<file path="src/rtl/dac128s085_frame_rx.sv">
// DAC128S085 bus monitor: oversamples SYNC/SCLK/DIN on clk, rebuilds 16-bit frames
// and mirrors them into eight 12-bit channel shadow registers.

module dac128s085_sync_lane (
    input  logic clk,
    input  logic rst_n,
    input  logic d,
    output logic lvl,
    output logic dly
);
    logic s1_q, s2_q, s3_q;
    logic s1_d, s2_d, s3_d;

    always_comb begin
        s1_d = d;
        s2_d = s1_q;
        s3_d = s2_q;
    end

    always_ff @(posedge clk or negedge rst_n) begin
        if (!rst_n) begin
            s1_q <= 1'b0;
            s2_q <= 1'b0;
            s3_q <= 1'b0;
        end else begin
            s1_q <= s1_d;
            s2_q <= s2_d;
            s3_q <= s3_d;
        end
    end

    assign lvl = s2_q;
    assign dly = s3_q;
endmodule

module dac128s085_frame_rx (
    input  logic        clk,
    input  logic        rst_n,
    input  logic        SYNC,
    input  logic        SCLK,
    input  logic        DIN,
    input  logic        ptr_clr,
    output logic [11:0] dac1,
    output logic [11:0] dac2,
    output logic [11:0] dac3,
    output logic [11:0] dac4,
    output logic [11:0] dac5,
    output logic [11:0] dac6,
    output logic [11:0] dac7,
    output logic [11:0] dac8,
    output logic        frame_valid,
    output logic [15:0] frame_data,
    output logic        frame_err,
    output logic [15:0] frame_count,
    output logic [2:0]  chan_ptr
);
    typedef enum logic [1:0] {IDLE, SHIFT, DONE} state_t;

    // lane 0 = SYNC, lane 1 = SCLK; both need the delayed copy for edge detection
    logic [1:0] bus_lvl, bus_dly;
    dac128s085_sync_lane u_lane [1:0] (
        .clk   (clk),
        .rst_n (rst_n),
        .d     ({SCLK, SYNC}),
        .lvl   (bus_lvl),
        .dly   (bus_dly)
    );

    // DIN is only ever sampled at its s2 stage, aligned with the SCLK edge detector
    logic din_s1_q, din_s2_q, din_s1_d, din_s2_d;

    logic sync_lvl, sync_fall, sync_rise, sclk_fall, cap;

    state_t            state_q, state_d;
    logic [15:0]       shreg_q, shreg_d;
    logic [4:0]        bitcnt_q, bitcnt_d;
    logic              ovr_q, ovr_d;
    logic [15:0]       frame_data_q, frame_data_d;
    logic              frame_valid_q, frame_valid_d;
    logic              frame_err_q, frame_err_d;
    logic [15:0]       frame_count_q, frame_count_d;
    logic [2:0]        chan_ptr_q, chan_ptr_d;
    logic [7:0][11:0]  dac_q, dac_d;
    logic [15:0]       word;
    logic              accept, ptr_inc;

    always_comb begin
        sync_lvl  = bus_lvl[0];
        sync_fall = bus_dly[0] & ~bus_lvl[0];
        sync_rise = ~bus_dly[0] & bus_lvl[0];
        sclk_fall = bus_dly[1] & ~bus_lvl[1];
        cap       = sclk_fall & ~sync_lvl;
        din_s1_d  = DIN;
        din_s2_d  = din_s1_q;
        word      = {shreg_q[14:0], din_s2_q};
    end

    always_comb begin
        state_d       = state_q;
        shreg_d       = shreg_q;
        bitcnt_d      = bitcnt_q;
        ovr_d         = ovr_q;
        frame_data_d  = frame_data_q;
        frame_valid_d = 1'b0;
        frame_err_d   = 1'b0;
        frame_count_d = frame_count_q;
        chan_ptr_d    = chan_ptr_q;
        dac_d         = dac_q;
        accept        = 1'b0;
        ptr_inc       = 1'b0;

        case (state_q)
            IDLE: begin
                if (sync_fall) begin
                    bitcnt_d = 5'd0;
                    shreg_d  = 16'd0;
                    ovr_d    = 1'b0;
                    state_d  = SHIFT;
                end
            end
            SHIFT: begin
                if (sync_rise) begin
                    frame_err_d = 1'b1;
                    bitcnt_d    = 5'd0;
                    state_d     = IDLE;
                end else if (cap) begin
                    shreg_d  = word;
                    bitcnt_d = bitcnt_q + 5'd1;
                    if (bitcnt_q == 5'd15) begin
                        accept  = 1'b1;
                        state_d = DONE;
                    end
                end
            end
            DONE: begin
                if (cap) ovr_d = 1'b1;
                if (sync_rise) begin
                    frame_err_d = ovr_q;
                    state_d     = IDLE;
                end
            end
            default: state_d = IDLE;
        endcase

        // the 16th bit is folded in combinationally so the frame lands on the capture edge
        if (accept) begin
            frame_data_d  = word;
            frame_valid_d = 1'b1;
            frame_count_d = frame_count_q + 16'd1;
            if (!word[15]) begin
                dac_d[word[14:12]] = word[11:0];
            end else if (word[15:12] == 4'b1001) begin
                dac_d[chan_ptr_q] = word[11:0];
                ptr_inc           = 1'b1;
            end
        end

        if (ptr_clr)      chan_ptr_d = 3'd0;
        else if (ptr_inc) chan_ptr_d = chan_ptr_q + 3'd1;
    end

    always_ff @(posedge clk or negedge rst_n) begin
        if (!rst_n) begin
            din_s1_q      <= 1'b0;
            din_s2_q      <= 1'b0;
            state_q       <= IDLE;
            shreg_q       <= 16'd0;
            bitcnt_q      <= 5'd0;
            ovr_q         <= 1'b0;
            frame_data_q  <= 16'd0;
            frame_valid_q <= 1'b0;
            frame_err_q   <= 1'b0;
            frame_count_q <= 16'd0;
            chan_ptr_q    <= 3'd0;
            dac_q         <= '0;
        end else begin
            din_s1_q      <= din_s1_d;
            din_s2_q      <= din_s2_d;
            state_q       <= state_d;
            shreg_q       <= shreg_d;
            bitcnt_q      <= bitcnt_d;
            ovr_q         <= ovr_d;
            frame_data_q  <= frame_data_d;
            frame_valid_q <= frame_valid_d;
            frame_err_q   <= frame_err_d;
            frame_count_q <= frame_count_d;
            chan_ptr_q    <= chan_ptr_d;
            dac_q         <= dac_d;
        end
    end

    assign dac1        = dac_q[0];
    assign dac2        = dac_q[1];
    assign dac3        = dac_q[2];
    assign dac4        = dac_q[3];
    assign dac5        = dac_q[4];
    assign dac6        = dac_q[5];
    assign dac7        = dac_q[6];
    assign dac8        = dac_q[7];
    assign frame_valid = frame_valid_q;
    assign frame_data  = frame_data_q;
    assign frame_err   = frame_err_q;
    assign frame_count = frame_count_q;
    assign chan_ptr    = chan_ptr_q;
endmodule

</file>
<file path="config.mk">
export PLATFORM = sky130hd
export DESIGN_NAME = dac128s085_frame_rx
export DESIGN_NICKNAME = d
export VERILOG_FILES = /design/src/rtl/dac128s085_frame_rx.sv
export SDC_FILE = /design/constraint.sdc
export NUM_CORES = 1
export LEC_CHECK = 0
export BUFFER_PORTS_ARGS = -buffer_cell sky130_fd_sc_hd__buf_4
export CAP_MARGIN = 20
export CORE_MARGIN = 2
export CORE_UTILIZATION = 45
export DETAILED_ROUTE_END_ITERATION = 10
export PLACE_DENSITY = 0.67
export REMOVE_ABC_BUFFERS = 1
export SYNTH_ARGS = -nofsm -noshare
export SYNTH_HDL_FRONTEND = slang
export SYNTH_SLANG_ARGS = --single-unit
</file>
<file path="constraint.sdc">
create_clock -name clk -period 2 [get_ports clk]
set_input_delay 0.4 -clock clk [delete_from_list [all_inputs] [get_ports clk]]
set_output_delay 0.4 -clock clk [all_outputs]
set_load 0.05 [all_outputs]
</file>
==> impl_metrics.py, run 1 <==
metrics = {
    "routing": {
        "drt_iter0_drc": 357,
        "via_per_inst": 5.59,
        "dr.pass1.iters": 5,
        "wl_um": 16700,
        "drc_errors": 0,
        "final_antenna_net_count": 0,
        "wl_per_cell_um": 18.4,
        "num_vias": 5067,
    },
    "worst_hold_path": {
        "hp-start": "SCLK",
        "whs_path_depth": 1,
        "hold_class": "input pin to register",
        "holdPathEnd": "u_lane[1].s1_q",
    },
    "sta": {
        "layout_min_cycle_time_ps": 1890,
        "finalSetupViolations": 0,
        "finalCritPeriodShare_pct": 94.5,
        "drv_slew": 0,
        "fin_skew_ps": 10.3,
        "slew_headroom_pct": 66.1,
        "rsz0062_at_grt": "no",
        "setup_ws_ps": 111,
        "fmax_mhz": 529,
        "hold_violations": 0,
        "worstMarginPinSlew_ps": 508,
    },
    "synth": {
        "yosys.area_share.simple_pct": 9.88,
        "synth_area_per_cell_um2": 11.8,
        "synthAdderAreaFrac_pct": 1.33,
        "synth_top_family_by_area": "compound AO/OA/AOI/OAI gates",
        "ys.flop_type": "dfrtp_1",
        "synth.distinct_cells": 47,
        "async_flop_share_pct": 100,
        "syn_inst": 559,
        "ys_warn_count": 0,
        "synth_compound_area_share_pct": 18.4,
        "synth-seq-area-share_pct": 62.3,
        "synth-xor-area-share_pct": 2.13,
        "synthMuxAreaShare_pct": 2.55,
        "synth_seq_cells": 164,
        "synth_edf_count": 0,
        "syn-cell-area_um2": 6580,
    },
    "setup_path": {
        "reg2reg_depth": 7,
        "r2r_slack_ps": 110,
        "worst_setup_path_start_kind": "register",
        "crit_arrival_ps": 2200,
        "crit_path_end_kind": "register",
        "worstPathMaxFanout": 12,
        "reg2reg_from": "state_q[1]",
        "cp_data_required_time_ps": 2310,
        "reg2reg_to": "dac2[6]",
        "crit_type": "register to register",
    },
    "cells_and_area": {
        "final_cell_mix": "dfrtp_1, buf_4, o21ai_0",
        "layout_commonest_cell": "dfrtp_1",
        "nFillCells": 1172,
        "n_antenna_cell": 0,
        "synthToLayoutAreaGrowth_pct": 31.4,
        "fin_nets": 723,
        "final_layout_size_suffix_gt1_share_pct": 33.1,
        "instances_no_fill": 907,
    },
    "floorplanning": {
        "fp.dieH_um": 125,
        "std_cell_rows": 44,
        "start_util_pct": 45.6,
        "coreArea_um2": 14400,
        "die_w_um": 125,
        "ios": 139,
        "die_area_um2": 15600,
    },
    "pwr": {
        "powerDensity_nw_per_um2": 849,
        "p_leak_nw": 4.43,
        "ir_worst_vdd_uv": 544,
    },
    "global_routing": {
        "gr-total-overflow": 0,
        "track_usage_pct": 22.1,
        "grt_pass1_wl_um": 27300,
        "grt_pass1_vias": 5044,
        "antenna_found_initial": 0,
        "grt_max_degree": 76,
    },
    "place": {
        "dpl.cell_count": 874,
        "gp_congestion": 0.786,
        "dp_hpwl_um": 11400,
        "portBuffers": 138,
        "place_ws_ps": -24.9,
    },
    "cts": {
        "cts_buffers": 17,
        "clk_pin_slew_ps": 60,
        "cts_max_path_buffers": 2,
        "cts_max_level": 4,
        "cts_root_buf": "clkbuf_16",
        "clk_latency_ps": 430,
        "cts.sinks": 164,
        "cts_tree": "done",
    },
    "run": {
        "max_cap_viol_count": 0,
    },
    "outcome": {
        "status": "finished clean",
    },
}
-- flip-flops by register name (all words and copies together) (netlist names) --
signal       count
dac3            12
din_s1_q         1
dac4            12
u_lane.s1_q      2
frame_data      16
shreg_q         15
dac7            12
dac1            12
state_q          2
dac2            12
u_lane.dly       2
frame_valid      1
dac5            12
dac6            12
bitcnt_q         5
frame_err        1
dac8            12
frame_count     16
din_s2_q         1
chan_ptr         3
u_lane.lvl       2
ovr_q            1
-- synth_stat cells, types with 8 or more instances --
master	instances	share of area, %
a22o_1	16	2.1
clkbuf_1	20	1.1
dfrtp_1	164	62
inv_1	12	0.68
mux2_2	14	2.4
nand2_1	46	2.6
nand2_4	11	1.9
nand3_1	8	0.61
nand4_1	8	0.76
o21ai_0	136	10
o21ai_1	14	1.1
o2bb2ai_1	12	1.6
xnor2_1	13	1.7
-- area by class of cell --
type | count | area (µm²) | share of cell area, %
flip-flops and latches | 164 | 4110 | 47.4
inverters | 13 | 48.8 | 0.564
repair buffers | 167 | 1360 | 15.7
clock buffers | 20 | 457 | 5.28
clock inverters | 12 | 175 | 2.02
multi-input cells | 347 | 2280 | 26.3
well taps | 184 | 230 | 2.66
-- logic make-up after synthesis --
group                      count (synthesis)
adders and majority gates                  7
buffers and inverters                     48
xor gates and xnor gates                  16
DFF                                      164
AOI/OAI and AO/OA                        200
and+or+nand+nor                          109
muxes                                     15
-- stage by stage --
step	TNS [ps]	utilization (%)	power (W)	area [µm²]	hold slack, ps
2_1_floorplan	-24740	-	0.00369	6410	104
4_1_cts	0	59.9	0.00739	8630	68.8
3_5_place_dp	-63.7	55.4	0.00391	7990	339
5_1_grt	0	60.0	0.00759	8650	62.7
3_3_place_gp	0	55.4	0.00389	7990	332
6_report	0	60.0	0.00734	8650	84.0
-- critical path, stage by stage, from the launching register on --
cell      delay (ps)
dfrtp_1          380
inv_1            110
ha_1             190
and4bb_4         300
nand3_1          120
a21oi_2          170
buf_12           160
mux2_2           330
-- where the power goes --
part / internal (W) / leakage, nW / switching [W]
clock: 0.00216 / 0.315 / 0.00132
sequential: 0.00337 / 2.27 / 0.0000549
combinational: 0.000171 / 1.85 / 0.000267
-- worst max-delay path by stage --
stage	endpoint	start	cells past startpoint
2_1_floorplan	dac5[0]	state_q[1]	7
3_3_place_gp	frame_count[15]	bitcnt_q[0]	7
3_5_place_dp	frame_count[15]	bitcnt_q[0]	7
4_1_cts	dac2[6]	bitcnt_q[0]	7
5_1_grt	dac2[7]	state_q[1]	7
6_report	dac2[6]	state_q[1]	7
-- per-layer routing --
metal | track usage [%] | up-vias | wire [µm]
met5 | 0 | - | 0
met4 | 7.25 | 0 | 269
met2 | 34.8 | 180 | 7930
met1 | 29.5 | 2557 | 7340
met3 | 6.89 | 21 | 1170
li1 | - | 2309 | -
-- what timing repair did --
item                                    CTS  global route
endpoints found under the setup margin    6            47
hold buffers                              1             0
pin swaps                                 0             1
hold endpoints to repair                 42             0
buffers inserted                          0             0
resized for setup                         1             5
Note: power is estimated with default switching activity, not from simulation.
==> run 2: changes to the inputs <==
Settings changed: BUFFER_PORTS_ARGS -buffer_cell sky130_fd_sc_hd__buf_4 to not set, CORE_UTILIZATION 45 to 57, DONT_BUFFER_PORTS set to 1, PLACE_DENSITY 0.67 to 0.72.
==> impl_metrics.py, run 2 (synthesized netlist as in run 1, its figures left out) <==
metrics = {
    "outcome": {
        "status": "finished, violations left",
        "failed_checks": "hold timing",
    },
    "cells_and_area": {
        "layout_commonest_cell": "dfrtp_1",
        "final_layout_size_suffix_gt1_share_pct": 19.8,
        "ff_latch_area_um2": 4100,
        "final_cell_mix": "dfrtp_1, o21ai_0, nand2_1",
        "fin_nets": 601,
        "instances_no_fill": 744,
        "synthToLayoutAreaGrowth_pct": 15.6,
        "fin_util_pct": 67.3,
        "final_cell_area_um2": 7610,
        "n_antenna_cell": 0,
        "nFillCells": 855,
        "multi_input_area_um2": 2280,
    },
    "routing": {
        "drc_errors": 0,
        "drt_iter0_drc": 404,
        "met1_length_um": 6230,
        "met2WireLength_um": 7310,
        "wl_per_cell_um": 20.1,
        "top_layer": "met4",
        "dr.pass1.iters": 5,
        "via_per_inst": 5.96,
        "wl_um": 15000,
        "final_antenna_net_count": 0,
        "num_vias": 4432,
        "met3_length_um": 1190,
    },
    "setup_path": {
        "crit_arrival_ps": 2210,
        "crit_type": "register to register",
        "worstPathMaxFanout": 6,
        "r2r_slack_ps": 90,
        "crit_path_end_kind": "register",
        "reg2reg_depth": 7,
        "reg2reg_to": "dac2[3]",
        "reg2reg_from": "state_q[1]",
        "critical_path.max_stage_delay_ps": 380,
        "crit_path_top_delay_cell": "dfrtp_1",
        "path_cells": "inv_1, ha_2, and4bb_4, nand3_1, a21oi_2, buf_4, mux2_2",
        "worst_setup_path_start_kind": "register",
        "cp_data_required_time_ps": 2300,
    },
    "pwr": {
        "finalPower_w": 0.00712,
        "powerDensity_nw_per_um2": 935,
        "ir_worst_vdd_uv": 574,
        "p_leak_nw": 3.73,
    },
    "place": {
        "placed_area_um2": 6940,
        "dp_hpwl_um": 10000,
        "portBuffers": 0,
        "dpl.cell_count": 708,
        "gp_congestion": 0.869,
    },
    "cts": {
        "cts_tree": "done",
        "clk_latency_ps": 420,
        "cts_max_level": 4,
        "cts_root_buf": "clkbuf_16",
        "clk_pin_slew_ps": 70,
        "cts.sinks": 164,
        "cts_buffers": 17,
        "cts_max_path_buffers": 2,
        "cts_hold_buf": 3,
    },
    "sta": {
        "finalCritPeriodShare_pct": 95.5,
        "fin_skew_ps": 9.96,
        "whs_ps": -324,
        "fmax_mhz": 524,
        "layout_min_cycle_time_ps": 1910,
        "drv_slew": 0,
        "slew_headroom_pct": 64.4,
        "finalSetupViolations": 0,
        "worstMarginPinSlew_ps": 534,
        "rsz0062_at_grt": "no",
        "hold_violations": 164,
    },
    "global_routing": {
        "grt_pass1_vias": 4516,
        "gr-total-overflow": 0,
        "grt_pass1_wl_um": 24400,
        "antenna_found_initial": 0,
        "grt_max_degree": 165,
        "track_usage_pct": 24.8,
    },
    "floorplanning": {
        "start_util_pct": 58.2,
        "fp.dieH_um": 111,
        "coreArea_um2": 11300,
        "ios": 139,
        "die_area_um2": 12400,
        "std_cell_rows": 39,
        "die_w_um": 111,
    },
    "run": {
        "max_cap_viol_count": 0,
    },
    "worst_hold_path": {
        "hold_class": "input pin to asynchronous set/reset pin",
    },
}
==> run 2: cell count changes in the layout (fill, tap and decap cells not counted), sizes merged <==
cell / delta
bufinv: -2
clkinvlp: +3
inv: +2
dlygate4sd3: +2
clkinv: -3
buf: -124
==> run 2: worst max-delay path by stage <==
stage	start	to	slack, ps	cells past startpoint
floorplan	state_q[1]	dac5[0]	-480	7
finish	state_q[1]	dac2[3]	90	7
global placement	bitcnt_q[0]	frame_count[15]	50	7
detailed placement	bitcnt_q[0]	frame_count[15]	-70	7
global route	state_q[1]	dac2[2]	2	7
CTS	bitcnt_q[0]	frame_count[15]	2	7
==> run 2: repair_timing <==
item | in CTS | in global routing
endpoints found under the setup margin | 5 | 47
endpoints found under the hold margin | 167 | 164
gates resized for setup | 2 | 8
setup buffers | 0 | 1
==> run 2: worst max-delay path, delay by kind of cell (launching register included) <==
| family | cells | cell delay (ps) |
|---|---|---|
| AND/OR/NAND/NOR | 2 | 420 |
| buffers and inverters | 2 | 290 |
| adder cells (fa/ha/maj) | 1 | 220 |
| flip-flops | 1 | 380 |
| AO/OA/AOI/OAI | 1 | 160 |
| multiplexers | 1 | 330 |
==> run 2: routing by layer <==
layer / global-route usage, % / vias up
met3: 9.20 / 19
met2: 37.8 / 142
met4: 8.72 / 0
met5: 0 / -
li1: - / 2048
met1: 33.3 / 2223
==> run 2: metrics by stage <==
stage | setup slack (ps) | TNS [ps]
global placement | 51.9 | 0
detailed placement | -73.8 | -81.6
CTS | 2.36 | 0
floorplan | -484 | -24740
finish | 91.0 | 0
global route | 2.34 | 0
==> run 2: cell type report <==
cell class	count	share of cell area, %
sequential	164	53.9
multi-input combinational	347	30.0
clock buffer	20	6.13
timing repair buffer	45	5.13
tap	143	2.35
clock inverter	12	1.87
inverter	13	0.641
==> run 2: power breakdown <==
group | leakage (nW) | internal [W] | switching (W)
Sequential | 2.27 | 0.00337 | 0.0000658
Combinational | 1.17 | 0.000174 | 0.000193
Clock | 0.292 | 0.00196 | 0.00136
